--- src/rtl/mvm_result_drain.sv ---
// rtl/mvm_result_drain.sv - result vector FIFO and lane serializer after the MVM engine
//
// Ports:
//   clk, rst        single clock; asynchronous active-high reset
//   i_result        parallel result vector (NUM_OLANES words of OWIDTH bits)
//   i_valid         one-cycle strobe: i_result holds a complete vector
//   o_data          current output lane word (0 while o_valid is low)
//   o_lane          lane index of o_data
//   o_last          o_data is the final lane of its vector
//   o_valid         o_data/o_lane/o_last valid
//   i_ready         consumer accepts the presented word this cycle
//   o_count         buffered vectors, including the one being drained
//   o_full          o_count == DEPTH
//   o_overflow      sticky: at least one vector was dropped since reset

module mvm_result_drain #(
    parameter int OWIDTH     = 32,
    parameter int NUM_OLANES = 8,
    parameter int DEPTH      = 4,
    parameter int LANEW      = $clog2(NUM_OLANES),
    parameter int CNTW       = $clog2(DEPTH + 1)
) (
    input  logic              clk,
    input  logic              rst,
    input  logic [OWIDTH-1:0] i_result [0:NUM_OLANES-1],
    input  logic              i_valid,
    output logic [OWIDTH-1:0] o_data,
    output logic [LANEW-1:0]  o_lane,
    output logic              o_last,
    output logic              o_valid,
    input  logic              i_ready,
    output logic [CNTW-1:0]   o_count,
    output logic              o_full,
    output logic              o_overflow
);

    localparam int              PTRW      = $clog2(DEPTH);
    localparam logic [CNTW-1:0] FULL_CNT  = CNTW'(DEPTH);
    localparam logic [LANEW-1:0] LAST_LANE = LANEW'(NUM_OLANES - 1);

    // Vector storage: one row per buffered vector, all lanes written together.
    logic [OWIDTH-1:0] mem [0:DEPTH-1][0:NUM_OLANES-1];

    logic [PTRW-1:0]  wr_ptr;
    logic [PTRW-1:0]  rd_ptr;
    logic [LANEW-1:0] lane;
    logic [CNTW-1:0]  count;
    logic             overflow;

    logic valid;
    logic beat;
    logic pop;
    logic push;
    logic drop;

    assign valid = (count != '0);
    assign beat  = valid & i_ready;
    // A vector leaves the buffer when its last lane is transferred.
    assign pop   = beat & (lane == LAST_LANE);
    // A full buffer still accepts a vector in the cycle its head row is freed;
    // the write lands on the row being read, which is safe because the read
    // of that row completes in this same cycle.
    assign push  = i_valid & ((count != FULL_CNT) | pop);
    assign drop  = i_valid & (count == FULL_CNT) & ~pop;

    always_ff @(posedge clk or posedge rst) begin
        if (rst) begin
            wr_ptr   <= '0;
            rd_ptr   <= '0;
            lane     <= '0;
            count    <= '0;
            overflow <= 1'b0;
        end else begin
            if (push) begin
                wr_ptr <= wr_ptr + PTRW'(1);
            end
            if (pop) begin
                rd_ptr <= rd_ptr + PTRW'(1);
            end
            if (beat) begin
                lane <= pop ? '0 : lane + LANEW'(1);
            end
            if (push && !pop) begin
                count <= count + CNTW'(1);
            end else if (pop && !push) begin
                count <= count - CNTW'(1);
            end
            if (drop) begin
                overflow <= 1'b1;
            end
        end
    end

    // Storage needs no reset: rows are only observed while counted as valid.
    always_ff @(posedge clk) begin
        if (push) begin
            for (int l = 0; l < NUM_OLANES; l++) begin
                mem[wr_ptr][l] <= i_result[l];
            end
        end
    end

    // Outputs derive only from registered state, so they stay stable while
    // the consumer stalls and drop to zero the moment reset asserts.
    assign o_valid    = valid;
    assign o_data     = valid ? mem[rd_ptr][lane] : '0;
    assign o_lane     = valid ? lane : '0;
    assign o_last     = valid & (lane == LAST_LANE);
    assign o_count    = count;
    assign o_full     = (count == FULL_CNT);
    assign o_overflow = overflow;

endmodule

--- config.mk ---
export PLATFORM = sky130hd
export DESIGN_NAME = mvm_result_drain
export DESIGN_NICKNAME = d
export VERILOG_FILES = /design/src/rtl/mvm_result_drain.sv
export SDC_FILE = /design/constraint.sdc
export NUM_CORES = 1
export LEC_CHECK = 0
export ABC_CLOCK_PERIOD_IN_PS = 18570
export CORE_MARGIN = 2
export CORE_UTILIZATION = 62
export DETAILED_ROUTE_END_ITERATION = 10
export GPL_ROUTABILITY_DRIVEN = 0
export PLACE_DENSITY = 0.84
export SYNTH_ARGS = -nofsm -noshare
export SYNTH_HDL_FRONTEND = slang
export SYNTH_SLANG_ARGS = --single-unit
export TNS_END_PERCENT = 100
--- constraint.sdc ---
create_clock -name clk -period 18.57 [get_ports clk]
set_input_delay 2.7855 -clock clk [delete_from_list [all_inputs] [get_ports clk]]
set_output_delay 2.7855 -clock clk [all_outputs]
set_load 0.02 [all_outputs]
==> qor.tcl <==
set qor(run_status) {complete, no violations}
set qor(fillers) 3349
set qor(maximum_number_of_pins_on_one_net_before_global_route_repair) 169
set qor(yosys.area.top_type) {sky130_fd_sc_hd__edfxtp_1}
set qor(routed_via_density) 6.58
set qor(flow.area_growth_from_synthesis_pct) 17.6
set qor(fin_crit_sh) 0.437
set qor(synth_area_per_cell_um2) 21.6
set qor(synth_ff_type) {sky130_fd_sc_hd__edfxtp_1}
set qor(post_cts_buffers) 0
set qor(cts_htree_levels) 3
set qor(number_of_flip_flops_and_latches_in_the_synthesized_netlist) 1035
set qor(floorplan.die.width_um) 257
set qor(synthDominantCellAreaShare) 0.774
set qor(cts_buffer_depth) 3
set qor(synth-async-reset-ratio) 0.0106
set qor(grt_pass1_wl_um) 139000
set qor(synth.area.top_cells) {sky130_fd_sc_hd__edfxtp_1 (77%), sky130_fd_sc_hd__mux4_2 (11%), sky130_fd_sc_hd__mux2i_1 (3.3%)}
set qor(clock_latency_at_the_later_pin_of_the_worst_skew_pair_ns) 0.66
set qor(timing.final.hold_violations) 0
set qor(post_cts_resize_count) 0
set qor(ctsHoldBuffers) 0
set qor(power_frac_clock) 0.261
set qor(dp_hpwl_um) 55300
set qor(worst_ep_required_time_ns) 15.78
set qor(final_nets) 2431
set qor(tritoncts_buffer_count) 99
set qor(comb_power_share) 0.306
set qor(floorplan.die.height_um) 257
set qor(critical_path_peak_fanout) 59
set qor(net_switching_power_of_the_design_mw) 2.38
set qor(worst_setup_path_start_kind) {flop}
set qor(synth_enable_flop_cells) 1024
set qor(postRouteWirelength_um) 95900
set qor(grt_usage) 0.291
set qor(final.min_clock_period_ns) 8.12
set qor(cts_tree) {built}
set qor(die_area_um2) 66100
set qor(quantity_of_i_o_buffers_inserted_on_ports) 301
set qor(timing.max_slew.rel_slack) 0.103
set qor(syn-instance-count) 1841
set qor(net_switching_share_of_the_total_power) 0.315
set qor(power-per-cell-area_nw_per_um2) 162
set qor(ir_drop_mv) 0.129
set qor(starting_density) 0.628
set qor(initial_antenna_violation_count) 22
set qor(finalMaxSlewViolations) 0
set qor(rsz0062_at_grt) {no}
set qor(cts.sinks) 1035
set qor(arrival_ns) 5.34
set qor(fmaxAchievable_mhz) 123
set qor(synth-warning-count) 0
set qor(drv.max_cap_violation_count) 0
set qor(syn_area_um2) 39700
set qor(worstMarginPinSlew_ns) 1.35
set qor(seq_power_share) 0.433
set qor(setup.reg_to_reg.worst_slack_ns) 13.12
set qor(wl_per_cell_um) 31.0
set qor(cell_leakage_power_nw) 14.9
set qor(drc_errors) 0
set qor(synth_cell_types) 34
set qor(final_antenna_net_count) 0
set qor(ioPinCount) 302
set qor(first_global_vias) 20800
set qor(design_power_total_mw) 7.56
set qor(p_int_mw) 5.18
set qor(num_rows) 92
set qor(clock_skew_ns) 0.0181
set qor(routed-via-count) 20400
set qor(worstHoldPathType) {reg2reg}
set qor(worst_setup_hold_path_clk_slew_ns) 0.06
set qor(design.core.area_um2) 63200
set qor(clockRootBuffer) {sky130_fd_sc_hd__clkbuf_16}
set qor(mappedNetlistNets) 2109
set qor(finalSetupViolations) 0
set qor(number_of_iterations_in_the_first_detailed_routing_pass) 6
set qor(dp_cells) 2908
set qor(critical_setup_path_class) {reg2out}
set qor(drive_above_1_share) 0.178
set qor(finish.cell_count_without_fillers) 3097
set qor(fin_tns_setup_ns) 0
set qor(grt.overflow.total) 0
set qor(synth.yosys.seq_area_share) 0.781
set qor(critical_path.endpoint_type) {output port}
set qor(initialDrtViolationCount) 2541
placed cells by master (no fill, tap or decap), types with 5 or more instances in the layout:
master                            Yosys  final
sky130_fd_sc_hd__nand4_1             33     33
sky130_fd_sc_hd__dfrtp_1             11      8
sky130_fd_sc_hd__nand3_1             34     34
sky130_fd_sc_hd__clkinv_1             0     19
sky130_fd_sc_hd__clkdlybuf4s50_1      0    301
sky130_fd_sc_hd__mux2i_1            132    132
sky130_fd_sc_hd__buf_4               22     22
sky130_fd_sc_hd__a22oi_1             66     66
sky130_fd_sc_hd__clkinv_2             0     14
sky130_fd_sc_hd__diode_2              0      7
sky130_fd_sc_hd__ha_1                 7      7
sky130_fd_sc_hd__clkbuf_1            41     29
sky130_fd_sc_hd__mux2_2              32     32
sky130_fd_sc_hd__bufinv_16            0      9
sky130_fd_sc_hd__nand2_1             36     36
sky130_fd_sc_hd__and3_1              64     64
sky130_fd_sc_hd__clkbuf_16            0    100
sky130_fd_sc_hd__inv_1                5      5
sky130_fd_sc_hd__a31oi_1             32     32
sky130_fd_sc_hd__a21oi_1             32     32
sky130_fd_sc_hd__mux4_2             190    190
sky130_fd_sc_hd__edfxtp_1          1024   1024
stage by stage:
stage	setup slack, ns	area (um2)	utilization	hold slack (ns)
after CTS	10.42	46700	0.739	0.518
after global routing	10.24	46700	0.739	0.528
after detailed placement	11.19	43500	0.689	0.505
after global placement	11.22	43500	0.689	0.498
final	10.45	46700	0.739	0.515
after floorplan	8.87	39700	-	0.556
cell usage after synthesis, types with 5 or more instances:
library cell,count
sky130_fd_sc_hd__mux2i_1,132
sky130_fd_sc_hd__nand2_1,36
sky130_fd_sc_hd__buf_2,32
sky130_fd_sc_hd__buf_4,22
sky130_fd_sc_hd__mux2_2,32
sky130_fd_sc_hd__a21oi_1,32
sky130_fd_sc_hd__a22oi_1,66
sky130_fd_sc_hd__and3_1,64
sky130_fd_sc_hd__nand4_1,33
sky130_fd_sc_hd__buf_6,10
sky130_fd_sc_hd__dfrtp_1,11
sky130_fd_sc_hd__inv_1,5
sky130_fd_sc_hd__ha_1,7
sky130_fd_sc_hd__nand3_1,34
sky130_fd_sc_hd__mux4_2,190
sky130_fd_sc_hd__clkbuf_1,41
sky130_fd_sc_hd__a31oi_1,32
sky130_fd_sc_hd__and2_1,8
sky130_fd_sc_hd__edfxtp_1,1024
flip-flops by register name (all words and copies together), names as in the netlist:
register    flops
o_overflow      1
mem          1024
wr_ptr          2
lane            3
rd_ptr          2
o_count         3
worst paths after layout:
kind,from,to,cells past startpoint
setup / recovery,rd_ptr[1],o_data[22],7
hold / removal,o_overflow,o_overflow,1
setup reg to reg,lane[1],mem[1][48],8
min in group asynchronous,rst,rd_ptr[0],2
max in group asynchronous,rst,lane[1],2
hold reg to reg,o_overflow,o_overflow,1
per-layer routing:
metal,vias to the layer above,part of all wire,track usage
met1,10600,0.36,0.391
li1,8373,-,-
met5,-,0.0019,0
met4,28,0.031,0.102
met2,1217,0.51,0.480
met3,202,0.098,0.0605
layout make-up:
type | count | area, um2 | area share
Timing Repair Buffer | 327 | 3260 | 0.0698
Multi-Input combinational cell | 695 | 8140 | 0.174
Antenna cell | 7 | 17.5 | 0.000375
Inverter | 5 | 18.8 | 0.000402
Clock inverter | 49 | 494 | 0.0106
Tap cell | 846 | 1060 | 0.0227
Clock buffer | 133 | 2670 | 0.0571
Sequential cell | 1035 | 31000 | 0.665
logic make-up after synthesis:
group                      synth area share
adders and majority gates           0.00271
buffers and inverters                0.0155
DFF                                   0.781
and+or+nand+nor                      0.0262
AOI/OAI and AO/OA                    0.0230
xor gates and xnor gates            0.00132
muxes                                 0.150
worst max-delay path: stages (launching register included):
cell                              delay (ns)
sky130_fd_sc_hd__dfrtp_4                1.08
sky130_fd_sc_hd__buf_4                  0.84
sky130_fd_sc_hd__buf_4                  0.75
sky130_fd_sc_hd__mux4_2                 0.60
sky130_fd_sc_hd__mux2_2                 0.32
sky130_fd_sc_hd__nand2_1                0.20
sky130_fd_sc_hd__nand4_1                0.18
sky130_fd_sc_hd__clkdlybuf4s50_1        0.57
power by group through the flow:
stage                     combinational (mW)  clock (mW)  sequential [mW]
after floorplan                         1.52           0             3.33
after global placement                  2.25           0             3.27
after detailed placement                2.28           0             3.31
after CTS                               2.32        1.99             3.27
after global routing                    2.43        2.07             3.31
final                                   2.32        1.97             3.27
Power figures use the tool's default switching activity.
==> variant: new RTL, same settings <==
Change the parameter `NUM_OLANES` from 8 to 4.
--- a/src/rtl/mvm_result_drain.sv
+++ b/src/rtl/mvm_result_drain.sv
@@ -15,7 +15,7 @@
 
 module mvm_result_drain #(
     parameter int OWIDTH     = 32,
-    parameter int NUM_OLANES = 8,
+    parameter int NUM_OLANES = 4,
     parameter int DEPTH      = 4,
     parameter int LANEW      = $clog2(NUM_OLANES),
     parameter int CNTW       = $clog2(DEPTH + 1)
Ports: changed (resized i_result and o_lane); port bits go from 302 to 173. The function was not compared with the original's and may differ.
==> variant against the original RTL <==
Power fell by 49%. Clock skew fell by 0.0075 ns. Synthesized area fell by 50%. Worst setup slack improved by 1.4 ns. Combinational power fell by 48%. Sequential cell count fell by 513. Die area fell by 50%. Design area fell by 50%. Utilization rose by 0.78 points. Wire length fell by 60%. Critical endpoint is now o_data[0].
==> variant: results (changes against the original RTL) <==
set qor(status) {completed}
set qor(n_fill_cell) 1665 ;# -50%
set qor(final.signal_buffer_count) 185 ;# -43%
set qor(die_width_um) 182.3 ;# -29%
set qor(synth-adder-area-share_pct) 0.4822 ;# +0.21 points
set qor(cts_htree_levels) 2 ;# -1
set qor(grtUsageTotal_pct) 23.60 ;# -5.5 points
set qor(post-dp-hpwl_um) 21490 ;# -61%
set qor(numnets_final) 1175 ;# -52%
set qor(place_inst) 1386 ;# -52%
set qor(synth_cell_types) 36 ;# +5.9%
set qor(num-multi-input-gates) 272 ;# -61%
set qor(area_of_placed_instances_sq_um) 21840 ;# -50%
set qor(fin_skew_ns) 0.01058 ;# -0.007519 ns
set qor(irDropWorstVdd_uv) 167.2 ;# +30%
set qor(n_diodes) 9 ;# +2
set qor(total_switching_power_mw) 1.167 ;# -51%
set qor(timing.rr.start) {lane[0]}
set qor(syn_nets) 982 ;# -53%
set qor(wl_um) 38470 ;# -60%
set qor(port_buffers) 172 ;# -43%
set qor(yosysSeqAreaShare_pct) 79.24 ;# +1.1 points
set qor(setup.reg_to_reg.worst_slack_ns) 14.69 ;# +1.57 ns
set qor(worst-path-max-fanout) 49 ;# -17%
set qor(via_count_of_the_first_global_routing_pass) 9951 ;# -52%
set qor(route.detailed.wl_per_inst_um) 25.83 ;# -17%
[variant: changes by cell type after synthesis, moves of 31 or more]
cell                       unedited run  this run
sky130_fd_sc_hd__a31oi_1             32         0
sky130_fd_sc_hd__nand4_1             33         1
sky130_fd_sc_hd__mux2i_1            132         5
sky130_fd_sc_hd__a21oi_1             32         0
sky130_fd_sc_hd__and3_1              64         1
sky130_fd_sc_hd__nand3_1             34         3
sky130_fd_sc_hd__mux4_2             190       125
sky130_fd_sc_hd__edfxtp_1          1024       512
[variant: critical path: stages (launching register included)]
cell and delay [ns]:
sky130_fd_sc_hd__dfrtp_4 0.99, sky130_fd_sc_hd__buf_4 0.88, sky130_fd_sc_hd__mux4_2 0.60, sky130_fd_sc_hd__a22oi_1 0.27
sky130_fd_sc_hd__nand2_1 0.10, sky130_fd_sc_hd__clkdlybuf4s50_1 0.54
[variant: per-layer routing]
layer | track usage, % | share of wire [%]
met4 | 8.065 | 2.7
met3 | 5.268 | 8.1
met1 | 32.34 | 39
met5 | 0 | 0.13
met2 | 38.49 | 50
